### src/rtl/instr_fetch_unit.sv
// Fetch stage: PC, 1-cycle imem reads, 2-entry instruction FIFO to decode.
// Redirects flush the FIFO and drop in-flight data; misaligned targets halt.
module instr_fetch_unit #(
    parameter int              XLEN     = 32,
    parameter logic [XLEN-1:0] RESET_PC = '0
) (
    input  logic            clk,
    input  logic            reset,
    output logic            imem_req,
    output logic [XLEN-1:0] imem_addr,
    input  logic [XLEN-1:0] imem_rdata,
    input  logic            redirect_valid,
    input  logic [XLEN-1:0] redirect_pc,
    output logic            instr_valid,
    output logic [XLEN-1:0] instr,
    output logic [XLEN-1:0] instr_pc,
    input  logic            instr_ready,
    output logic            fetch_fault
);

    localparam logic [1:0] S_IDLE  = 2'd0;
    localparam logic [1:0] S_FETCH = 2'd1;
    localparam logic [1:0] S_HALT  = 2'd2;

    logic [1:0]      state;
    logic [XLEN-1:0] pc;
    logic [XLEN-1:0] tag;
    logic            inflight;
    logic [1:0]      count;
    logic            rd_ptr;
    logic            wr_ptr;
    logic [XLEN-1:0] data_q [2];
    logic [XLEN-1:0] addr_q [2];

    logic            misaligned;
    logic            pop;
    logic            push;
    logic [2:0]      occ;

    assign misaligned  = redirect_pc[1:0] != 2'b00;
    assign instr_valid = count != 2'd0;
    assign instr       = data_q[rd_ptr];
    assign instr_pc    = addr_q[rd_ptr];
    assign imem_addr   = redirect_valid ? redirect_pc : pc;

    // A redirect wins over both the decoder pop and the pending response.
    assign pop  = instr_valid && instr_ready && !redirect_valid;
    assign push = inflight && !redirect_valid;
    assign occ  = {2'b00, inflight} + {1'b0, count} - {2'b00, pop};

    always_comb begin
        imem_req = 1'b0;
        if (redirect_valid)
            imem_req = !misaligned;
        else if (state == S_FETCH)
            imem_req = occ < 3'd2;
    end

    always_ff @(posedge clk or posedge reset) begin
        if (reset) begin
            state       <= S_IDLE;
            pc          <= RESET_PC;
            tag         <= '0;
            inflight    <= 1'b0;
            count       <= 2'd0;
            rd_ptr      <= 1'b0;
            wr_ptr      <= 1'b0;
            fetch_fault <= 1'b0;
            for (int i = 0; i < 2; i++) begin
                data_q[i] <= '0;
                addr_q[i] <= '0;
            end
        end else begin
            if (redirect_valid) begin
                state <= misaligned ? S_HALT : S_FETCH;
                if (misaligned)
                    fetch_fault <= 1'b1;
            end else if (state == S_IDLE) begin
                state <= S_FETCH;
            end

            inflight <= imem_req;
            if (imem_req) begin
                pc  <= imem_addr + XLEN'(4);
                tag <= imem_addr;
            end

            if (redirect_valid) begin
                count  <= 2'd0;
                rd_ptr <= 1'b0;
                wr_ptr <= 1'b0;
            end else begin
                if (push) begin
                    data_q[wr_ptr] <= imem_rdata;
                    addr_q[wr_ptr] <= tag;
                    wr_ptr         <= ~wr_ptr;
                end
                if (pop)
                    rd_ptr <= ~rd_ptr;
                count <= count + {1'b0, push} - {1'b0, pop};
            end
        end
    end

    a_no_overflow: assert property (
        @(posedge clk) disable iff (reset)
        !(push && !pop && count == 2'd2)
    );

endmodule

### config.mk
export PLATFORM = sky130hd
export DESIGN_NAME = instr_fetch_unit
export DESIGN_NICKNAME = d
export VERILOG_FILES = /design/src/rtl/instr_fetch_unit.sv
export SDC_FILE = /design/constraint.sdc
export NUM_CORES = 1
export LEC_CHECK = 0
export CORE_MARGIN = 2
export CORE_UTILIZATION = 50
export CTS_BUF_LIST = sky130_fd_sc_hd__clkbuf_4 sky130_fd_sc_hd__clkbuf_8
export CTS_CLUSTER_DIAMETER = 80
export DETAILED_ROUTE_END_ITERATION = 6
export PLACE_DENSITY = 0.76
export SYNTH_ARGS = -nofsm -noshare
export SYNTH_HDL_FRONTEND = slang
export SYNTH_SLANG_ARGS = --single-unit
### constraint.sdc
create_clock -name clk -period 11.5 [get_ports clk]
set_input_delay 1.15 -clock clk [delete_from_list [all_inputs] [get_ports clk]]
set_output_delay 1.15 -clock clk [all_outputs]
set_load 0.01 [all_outputs]
Word-level counts from Yosys, hierarchy flattened. Index checks and enable logic that the tools add are counted.

Flip-flop bits (word level): 200. Bits of input ports: 68. Output and inout bits: 99. Word-level logic and storage cells: 62.

$add $sub $neg: 5. Order comparisons: 4. Equality and inequality tests: 1. Muxes and demuxes: 21. Bitwise logic cells: 5. Reduce and logical (&&, ||, !) cells: 14.

Operator list (count): 32-bit two-way mux (8); 64-bit bitwise mux (2); 32-bit by 3-bit adder with 32-bit output, second input constant (1); 32-bit demux with 1-bit select (1); 2-bit nonzero test (5); 2-bit two-way mux (4); 1-bit two-way mux (6); 2-bit greater-or-equal comparator, second input constant (2); 1-bit logical AND (4); 1-bit inverter with 2-bit output (2); 2-bit AND reduction (2); 1-bit by 2-bit adder with 3-bit output (1); 3-bit by 2-bit < comparator with 1-bit output, second input constant (1); 1-bit inverter (3); 3-bit by 1-bit subtractor with 3-bit output (1); 2-bit by 1-bit adder with 2-bit output (1); 2-bit by 1-bit == test with 1-bit output, second input constant (1); 1-bit zero test (2); 2-bit zero test (1); 2-bit by 1-bit < comparator with 1-bit output, second input constant (1); 2-bit by 1-bit subtractor with 2-bit output (1).

Depth between registers and ports, before layout. Gate-level depths: netlist of run 1.

Depth in word-level cells: 7. Depth in mapped cells: 16. Depth with buffers taken out: 12.

Worst setup path after synthesis of run 1. OpenSTA, ideal clock, no wires.

Path type: in2out. Start point: in redirect_valid. End point: out imem_req. Arrival: 4057 ps. Required time: 10350 ps. Path slack: 6293 ps. Cell stages on the path: 14. Buffers on the path: 7. Path through: buf_6 > buf_6 > buf_6 > buf_4 > clkbuf_1 > nor2_1 > ha_1 > nand2b_1 > fa_1 > xnor2_1 > a41oi_2 > inv_2 > clkbuf_1 > clkbuf_1.

Word-level cells in the longest chain between the ends: 6.

RTL lines: start, declared (RTL line 12) `input logic redirect_valid,`; 1-bit zero test (RTL line 47) `assign pop = instr_valid && instr_ready && !redirect_valid;`; 1-bit logical AND (RTL line 47); 3-bit by 1-bit subtractor with 3-bit output (RTL line 49) `assign occ = {2'b00, inflight} + {1'b0, count} - {2'b00, pop};`; 3-bit by 2-bit < comparator with 1-bit output (RTL line 56) `imem_req = occ < 3'd2;`; 1-bit two-way mux (RTL line 55) `else if (state == S_FETCH)`; 1-bit two-way mux * (RTL line 53) `if (redirect_valid)`; end, declared (RTL line 9) `output logic imem_req,`.

Every way passes the cells marked *; elsewhere a longest branch is shown, timed or not.

Worst setup path in the final report of run 1. Same ends and word-level chain as after synthesis.

==> results.py, run 1 <==
metrics = {
    "outcome": {
        "run_status": "complete, no violations",
    },
    "job": {
        "number_of_maximum_capacitance_violations": 0,
    },
    "logic_synthesis": {
        "synth-seq-area-share": 0.519,
        "synthDistinctLibCells": 56,
        "yosys_warnings": 0,
        "synth_edf_count": 0,
        "synthesis.area_mm2": 0.00955,
        "synth_area_per_cell_um2": 12.2,
        "synth-async-reset-ratio": 1.00,
        "postSynthRegisterBits": 198,
        "postSynth.topFlopCell": "dfrtp_1",
        "netlist_instances": 781,
        "synth_fp_nets": 854,
    },
    "setup_path": {
        "setup.worst_path.start_class": "primary input",
        "critical_path.cell_chain": "buf_2 -> buf_4 -> nor2_1 -> ha_1 -> nand2b_1 -> fa_1 -> xnor2_1 -> a41oi_4 -> buf_4 -> inv_2 -> clkdlybuf4s50_1",
        "worst_path_most_repeated_cell": "buf_4",
        "setup.worst_path.end_class": "output pin",
        "cp.required_ns": 10.35,
        "worst-path-buf-inv": 5,
        "rrSetupSlack_ns": 7.64,
        "critPathMaxStageDelay_ns": 0.66,
        "worst_path_dominant_cell_family": "buffers and inverters",
        "worst_path_max_delay_cell": "buf_4",
        "regToRegStartpoint": "count[1]$_DFF_PP0_",
        "path_max_fanout": 79,
        "timing.reg2reg.worst_path_depth": 14,
        "timing.setup.critical_path_class": "in2out",
        "critical_path_arrival_ns": 4.24,
        "terminus_of_the_critical_flop_to_flop_path": "pc[28]$_DFFE_PP0P_",
    },
    "route": {
        "num_vias": 6415,
        "detail_route.drc_violations": 0,
        "drt_iter0_drc": 319,
        "via_density_per_instance": 5.45,
        "totalWireLength_um": 20300,
        "dr_wl_met2_um": 9380,
        "wirelength_met1_um": 9600,
        "ant_nets": 0,
        "routed.top_layer": "met4",
        "wl_per_cell_um": 17.3,
        "amount_of_wire_on_met3_after_detailed_routing_um": 1110,
        "detail_route.first_pass.iterations": 5,
    },
    "place": {
        "port-buffer-count": 166,
        "dp_hpwl_um": 13500,
        "gp_congestion": 0.842,
        "pre_cts_slack_ns": 6.08,
    },
    "timing": {
        "slew_viol_final": 0,
        "final.hold.worst_slack_ns": 0.449,
        "rsz0062_at_grt": "no",
        "timing.slew.headroom": 0.331,
        "slew_at_the_pin_closest_to_its_max_slew_limit_ns": 1.00,
        "setup_viol": 0,
        "final.setup.tns_ns": 0,
        "final.setup_skew_ns": 0.0111,
        "hold_viol_final": 0,
        "post-route-period-util": 0.469,
        "timing.final.ws_setup_ns": 6.11,
        "min_period_ns": 5.39,
        "maxClockFrequency_ghz": 0.186,
    },
    "global_route": {
        "antenna_violations_before_repair": 0,
        "grt_pass1_vias": 6244,
        "grt_start_max_net_pins": 135,
        "grt_pass1_wl_um": 32300,
        "gr-usage-all-layers": 0.203,
        "grt.overflow.total": 0,
    },
    "hold_path": {
        "timing.hold.worst.class": "reg2reg",
        "cell_count_of_the_worst_hold_path": 1,
        "hold_path_start": "state[1]$_DFFE_PP0P_",
        "hold-path-endpoint": "state[0]$_DFFE_PP0P_",
    },
    "clock_tree": {
        "clkTransAtPathRegs_ns": 0.09,
        "clock_latency_ns": 0.46,
        "postCtsSetupBuffers": 0,
        "ctsHoldBuffers": 0,
        "cts_max_path_buffers": 2,
        "post_cts_resize_count": 0,
        "cts.root.buffer_cell": "clkbuf_8",
        "tritoncts": "yes",
        "ctsHtreeMaxLevel": 4,
        "cts-buffers-inserted": 17,
        "clock_sinks": 198,
    },
    "final_layout": {
        "num_antenna_cells": 0,
        "layout_common_cells": "197 x dfrtp_1, 195 x mux2_2, 165 x clkdlybuf4s50_1, 66 x nor2_1, 41 x a21oi_1",
        "layout_commonest_cell": "dfrtp_1",
        "area_growth_syn_to_layout_pct": 23.1,
        "utilization": 0.628,
        "final_nets": 1004,
        "final_layout_size_suffix_gt1_frac": 0.268,
    },
    "pwr": {
        "swShare": 0.305,
        "cell_internal_pwr_uw": 1680,
        "power_uw": 2420,
        "max-vdd-ir-drop_uv": 98.0,
        "comb_power_share": 0.363,
        "flop_pwr_share": 0.456,
        "clock_power_share": 0.180,
        "cellLeakagePower_uw": 0.00497,
        "power.switching_uw": 740,
        "powerDensity_mw_per_mm2": 206,
    },
    "floorplanning": {
        "fp.dieArea_mm2": 0.0202,
        "ioPinCount": 167,
        "core-area_mm2": 0.0187,
        "die_w_um": 142,
        "die_span_in_y_um": 142,
        "starting_utilization_of_the_core_area": 0.510,
        "row_count": 50,
    },
}
## power groups by stage
stage	Sequential (uW)	Combinational, uW	Clock, uW
2_1_floorplan	1060	536	0
3_3_place_gp	1110	870	0
3_5_place_dp	1120	887	0
4_1_cts	1110	893	450
5_1_grt	1140	953	476
6_report	1110	880	437
## area by class of cell
class / instances / area [um2]
fill: 1516 / 6960
sequential: 198 / 4960
multi-input combinational: 512 / 4290
timing repair buffer: 172 / 1700
tap: 234 / 293
clock buffer: 20 / 256
clock inverter: 12 / 129
inverter: 30 / 120
## logic make-up (layout without fill, tap and decap cells)
family / count (synthesis) / in the layout / synth area share
adders and majority gates: 5 / 5 / 0.00734
buffers and inverters: 71 / 234 / 0.0334
xor gates and xnor gates: 19 / 19 / 0.0174
and+or+nand+nor: 169 / 169 / 0.0929
AOI/OAI and AO/OA: 93 / 93 / 0.0666
muxes: 226 / 226 / 0.263
DFF: 198 / 198 / 0.519
## worst reg2reg max path: stages, from the launching register on
cell and delay [ns]:
dfrtp_1 0.45, or2_2 0.34, nand2_1 0.10, nor2_1 0.06
ha_1 0.31, nand2b_1 0.16, fa_1 0.38, xnor2_1 0.25
a41oi_4 0.13, buf_4 0.28, inv_2 0.11, buf_4 0.68
nand2b_1 0.27, o22ai_1 0.17, nor3b_1 0.07
## synth_stat cells, drive strengths merged, types with 3 or more instances
master | number | share of area
a211oi | 4 | 0.0045
a21oi | 41 | 0.021
a22oi | 4 | 0.0046
buf | 22 | 0.014
clkbuf | 19 | 0.0075
dfrtp | 198 | 0.52
ha | 4 | 0.0052
inv | 30 | 0.012
mux2 | 201 | 0.24
mux2i | 25 | 0.026
nand2 | 37 | 0.015
nand2b | 5 | 0.0033
nand3 | 16 | 0.0089
nand3b | 8 | 0.0089
nand4 | 10 | 0.0088
nand4b | 4 | 0.0068
nor2 | 67 | 0.027
nor3 | 4 | 0.0021
nor4 | 7 | 0.0046
o21a | 7 | 0.0055
o21ai | 9 | 0.0047
o22ai | 4 | 0.0041
o31a | 5 | 0.0046
o31ai | 10 | 0.0079
xnor2 | 16 | 0.015
xor2 | 3 | 0.0028
## how the worst max path moves through the flow
stage,startpoint,endpoint,depth (start not counted)
detailed placement,redirect_valid,imem_req,11
global placement,redirect_valid,imem_req,11
finish,redirect_valid,imem_req,11
global route,redirect_valid,imem_req,11
floorplan,reset,addr_q[0]$_DFFE_PP0P_,1
CTS,redirect_valid,imem_req,11
## state kept, by name, indices dropped and copies added (netlist names)
register	flops
pc	32
inflight	1
rd_ptr	1
tag	30
wr_ptr	1
count	2
data_q	64
state	2
addr_q	64
fetch_fault	1
## routing by layer
metal | track usage | vias up
met2 | 0.327 | 182
met1 | 0.282 | 3148
met4 | 0.0579 | 0
li1 | - | 3064
met5 | 0 | -
met3 | 0.0380 | 21
## per-stage QoR
stage / instance area (um2) / cells
detailed placement: 11400 / 1146
finish: 11700 / 1178
floorplan: 9550 / 781
global placement: 11400 / 1146
global route: 11700 / 1178
CTS: 11700 / 1178
(Power assumes the default switching activity.)
==> run 2, diff against run 1 <==
clock period = 5.4 ns   (was 11.5 ns; I/O delays follow)
==> run 2 against run 1 <==
  * Clock skew shrank 0.0047 ns
  * Critical path depth fell by 1
  * Sequential share of layout area shrank 0.25 points
  * Non-clock buffer count increased by 3
  * Sequential power grew 110%
  * Cell count is 0.25% higher
  * Routed wire length grew 2.2%
  * Clock power up 120%
  * Via count is 0.17% higher
  * Combinational power is 120% higher
  * Register-to-register slack got worse by 5.7 ns
  * Clock-buffer cell count is 3 lower
==> results.py, run 2 (synthesis gave the netlist of run 1 again) <==
metrics = {
    "outcome": {
        "run_status": "complete, no violations",
    },
    "clock_tree": {
        "cts-buffers-inserted": 17,
        "cts_max_path_buffers": 2,
        "tritoncts": "yes",
        "clkTransAtPathRegs_ns": 0.10,
        "ctsHtreeMaxLevel": 4,
        "clock_latency_ns": 0.47,
        "postCtsSetupBuffers": 0,
        "ctsHoldBuffers": 0,
        "clock_sinks": 198,
        "cts.root.buffer_cell": "clkbuf_8",
        "post_cts_resize_count": 0,
    },
    "final_layout": {
        "multiInputGateArea_mm2": 0.00429,
        "num_antenna_cells": 0,
        "layout_common_cells": "197 x dfrtp_1, 195 x mux2_2, 165 x clkdlybuf4s50_1, 66 x nor2_1, 41 x a21oi_1",
        "utilization": 0.632,
        "area_growth_syn_to_layout_pct": 23.7,
        "layout_commonest_cell": "dfrtp_1",
        "final_layout_size_suffix_gt1_frac": 0.270,
        "final_nets": 1007,
        "final_cell_count_no_fill": 1181,
        "area.sequential_mm2": 0.00496,
        "fill_cells": 1492,
        "largest_registers": "addr_q (64), data_q (64), pc (32)",
    },
    "setup_path": {
        "setup.worst_path.end_class": "output pin",
        "path_max_fanout": 4,
        "timing.setup.critical_path_class": "reg2out",
        "setup.worst_path.start_class": "flip-flop",
        "worst_path_max_delay_cell": "clkdlybuf4s50_1",
        "critPathMaxStageDelay_ns": 0.62,
        "critical_path.cell_chain": "or2_2 -> nand2_1 -> nor2_1 -> ha_1 -> nand2b_1 -> fa_1 -> xnor2_1 -> a41oi_4 -> inv_2 -> clkdlybuf4s50_1",
        "rrSetupSlack_ns": 1.90,
        "cp.required_ns": 4.86,
        "critical_path_arrival_ns": 3.33,
    },
    "global_route": {
        "grt.overflow.total": 0,
        "antenna_violations_before_repair": 0,
        "grt_pass1_vias": 6519,
        "grt_pass1_wl_um": 33200,
        "gr-usage-all-layers": 0.210,
        "grt_start_max_net_pins": 126,
    },
    "route": {
        "totalWireLength_um": 20800,
        "detail_route.first_pass.iterations": 4,
        "detail_route.drc_violations": 0,
        "wl_per_cell_um": 17.6,
        "via_density_per_instance": 5.44,
        "num_vias": 6426,
        "ant_nets": 0,
        "drt_iter0_drc": 370,
    },
    "floorplanning": {
        "die_span_in_y_um": 142,
        "starting_utilization_of_the_core_area": 0.510,
        "row_count": 50,
        "fp.dieArea_mm2": 0.0202,
        "ioPinCount": 167,
        "core-area_mm2": 0.0187,
        "die_w_um": 142,
    },
    "timing": {
        "rsz0062_at_grt": "no",
        "slew_viol_final": 0,
        "hold_viol_final": 0,
        "slew_at_the_pin_closest_to_its_max_slew_limit_ns": 1.10,
        "maxClockFrequency_ghz": 0.258,
        "min_period_ns": 3.87,
        "final.setup.tns_ns": 0,
        "post-route-period-util": 0.717,
        "timing.final.ws_setup_ns": 1.53,
        "final.setup_skew_ns": 0.00638,
        "setup_viol": 0,
        "timing.slew.headroom": 0.265,
    },
    "place": {
        "placedCellCount": 1149,
        "pre_cts_slack_ns": 1.68,
        "gp_congestion": 0.820,
        "port-buffer-count": 166,
        "dp_hpwl_um": 14000,
    },
    "pwr": {
        "cellLeakagePower_uw": 0.00501,
        "powerDensity_mw_per_mm2": 442,
        "max-vdd-ir-drop_uv": 202,
    },
    "hold_path": {
        "timing.hold.worst.class": "reg2reg",
    },
    "job": {
        "number_of_maximum_capacitance_violations": 0,
    },
}
-- run 2: worst max-delay path, delay by kind of cell (launching register included) --
family                   cells  cell delay (ns)
AND/OR/NAND/NOR              4             0.65
flip-flops                   1             0.46
AO/OA/AOI/OAI                1             0.15
XOR/XNOR                     1             0.26
buffers and inverters        2             0.70
adder cells (fa/ha/maj)      2             0.64
-- run 2: stage by stage --
step / area (um2) / power, uW / hold slack, ns
2_1_floorplan: 9550 / 3410 / 0.416
3_3_place_gp: 11400 / 4220 / 0.444
3_5_place_dp: 11400 / 4280 / 0.437
4_1_cts: 11800 / 5270 / 0.448
5_1_grt: 11800 / 5530 / 0.482
6_report: 11800 / 5220 / 0.451
-- run 2: metal layers --
layer  part of all wire  track usage  vias up
met5                  0            0        -
met1               0.46        0.280     3150
met2               0.48        0.352      171
met4              0.016       0.0600        0
met3              0.045       0.0407       26
li1                   -            -     3079
-- run 2: path summary, 6_finish.rpt --
kind	startpoint	endpoint	cells past startpoint
hold / removal	state[1]$_DFFE_PP0P_	state[0]$_DFFE_PP0P_	1
setup reg to reg	count[1]$_DFF_PP0_	pc[28]$_DFFE_PP0P_	13
min in group asynchronous	reset	count[1]$_DFF_PP0_	2
hold reg to reg	state[1]$_DFFE_PP0P_	state[0]$_DFFE_PP0P_	1
setup / recovery	count[1]$_DFF_PP0_	imem_req	10
max in group asynchronous	reset	pc[7]$_DFFE_PP0P_	3
-- run 2: cell type report --
type                       instances  share of cell area
clock buffer                      17              0.0198
clock inverter                    15              0.0148
inverter                          30             0.00985
multi-input combinational        512               0.363
sequential                       198               0.420
tap                              234              0.0248
timing repair buffer             175               0.148
-- run 2: power by group --
group | switching (uW) | internal (uW)
combinational | 752 | 1140
clock | 553 | 423
sequential | 329 | 2020
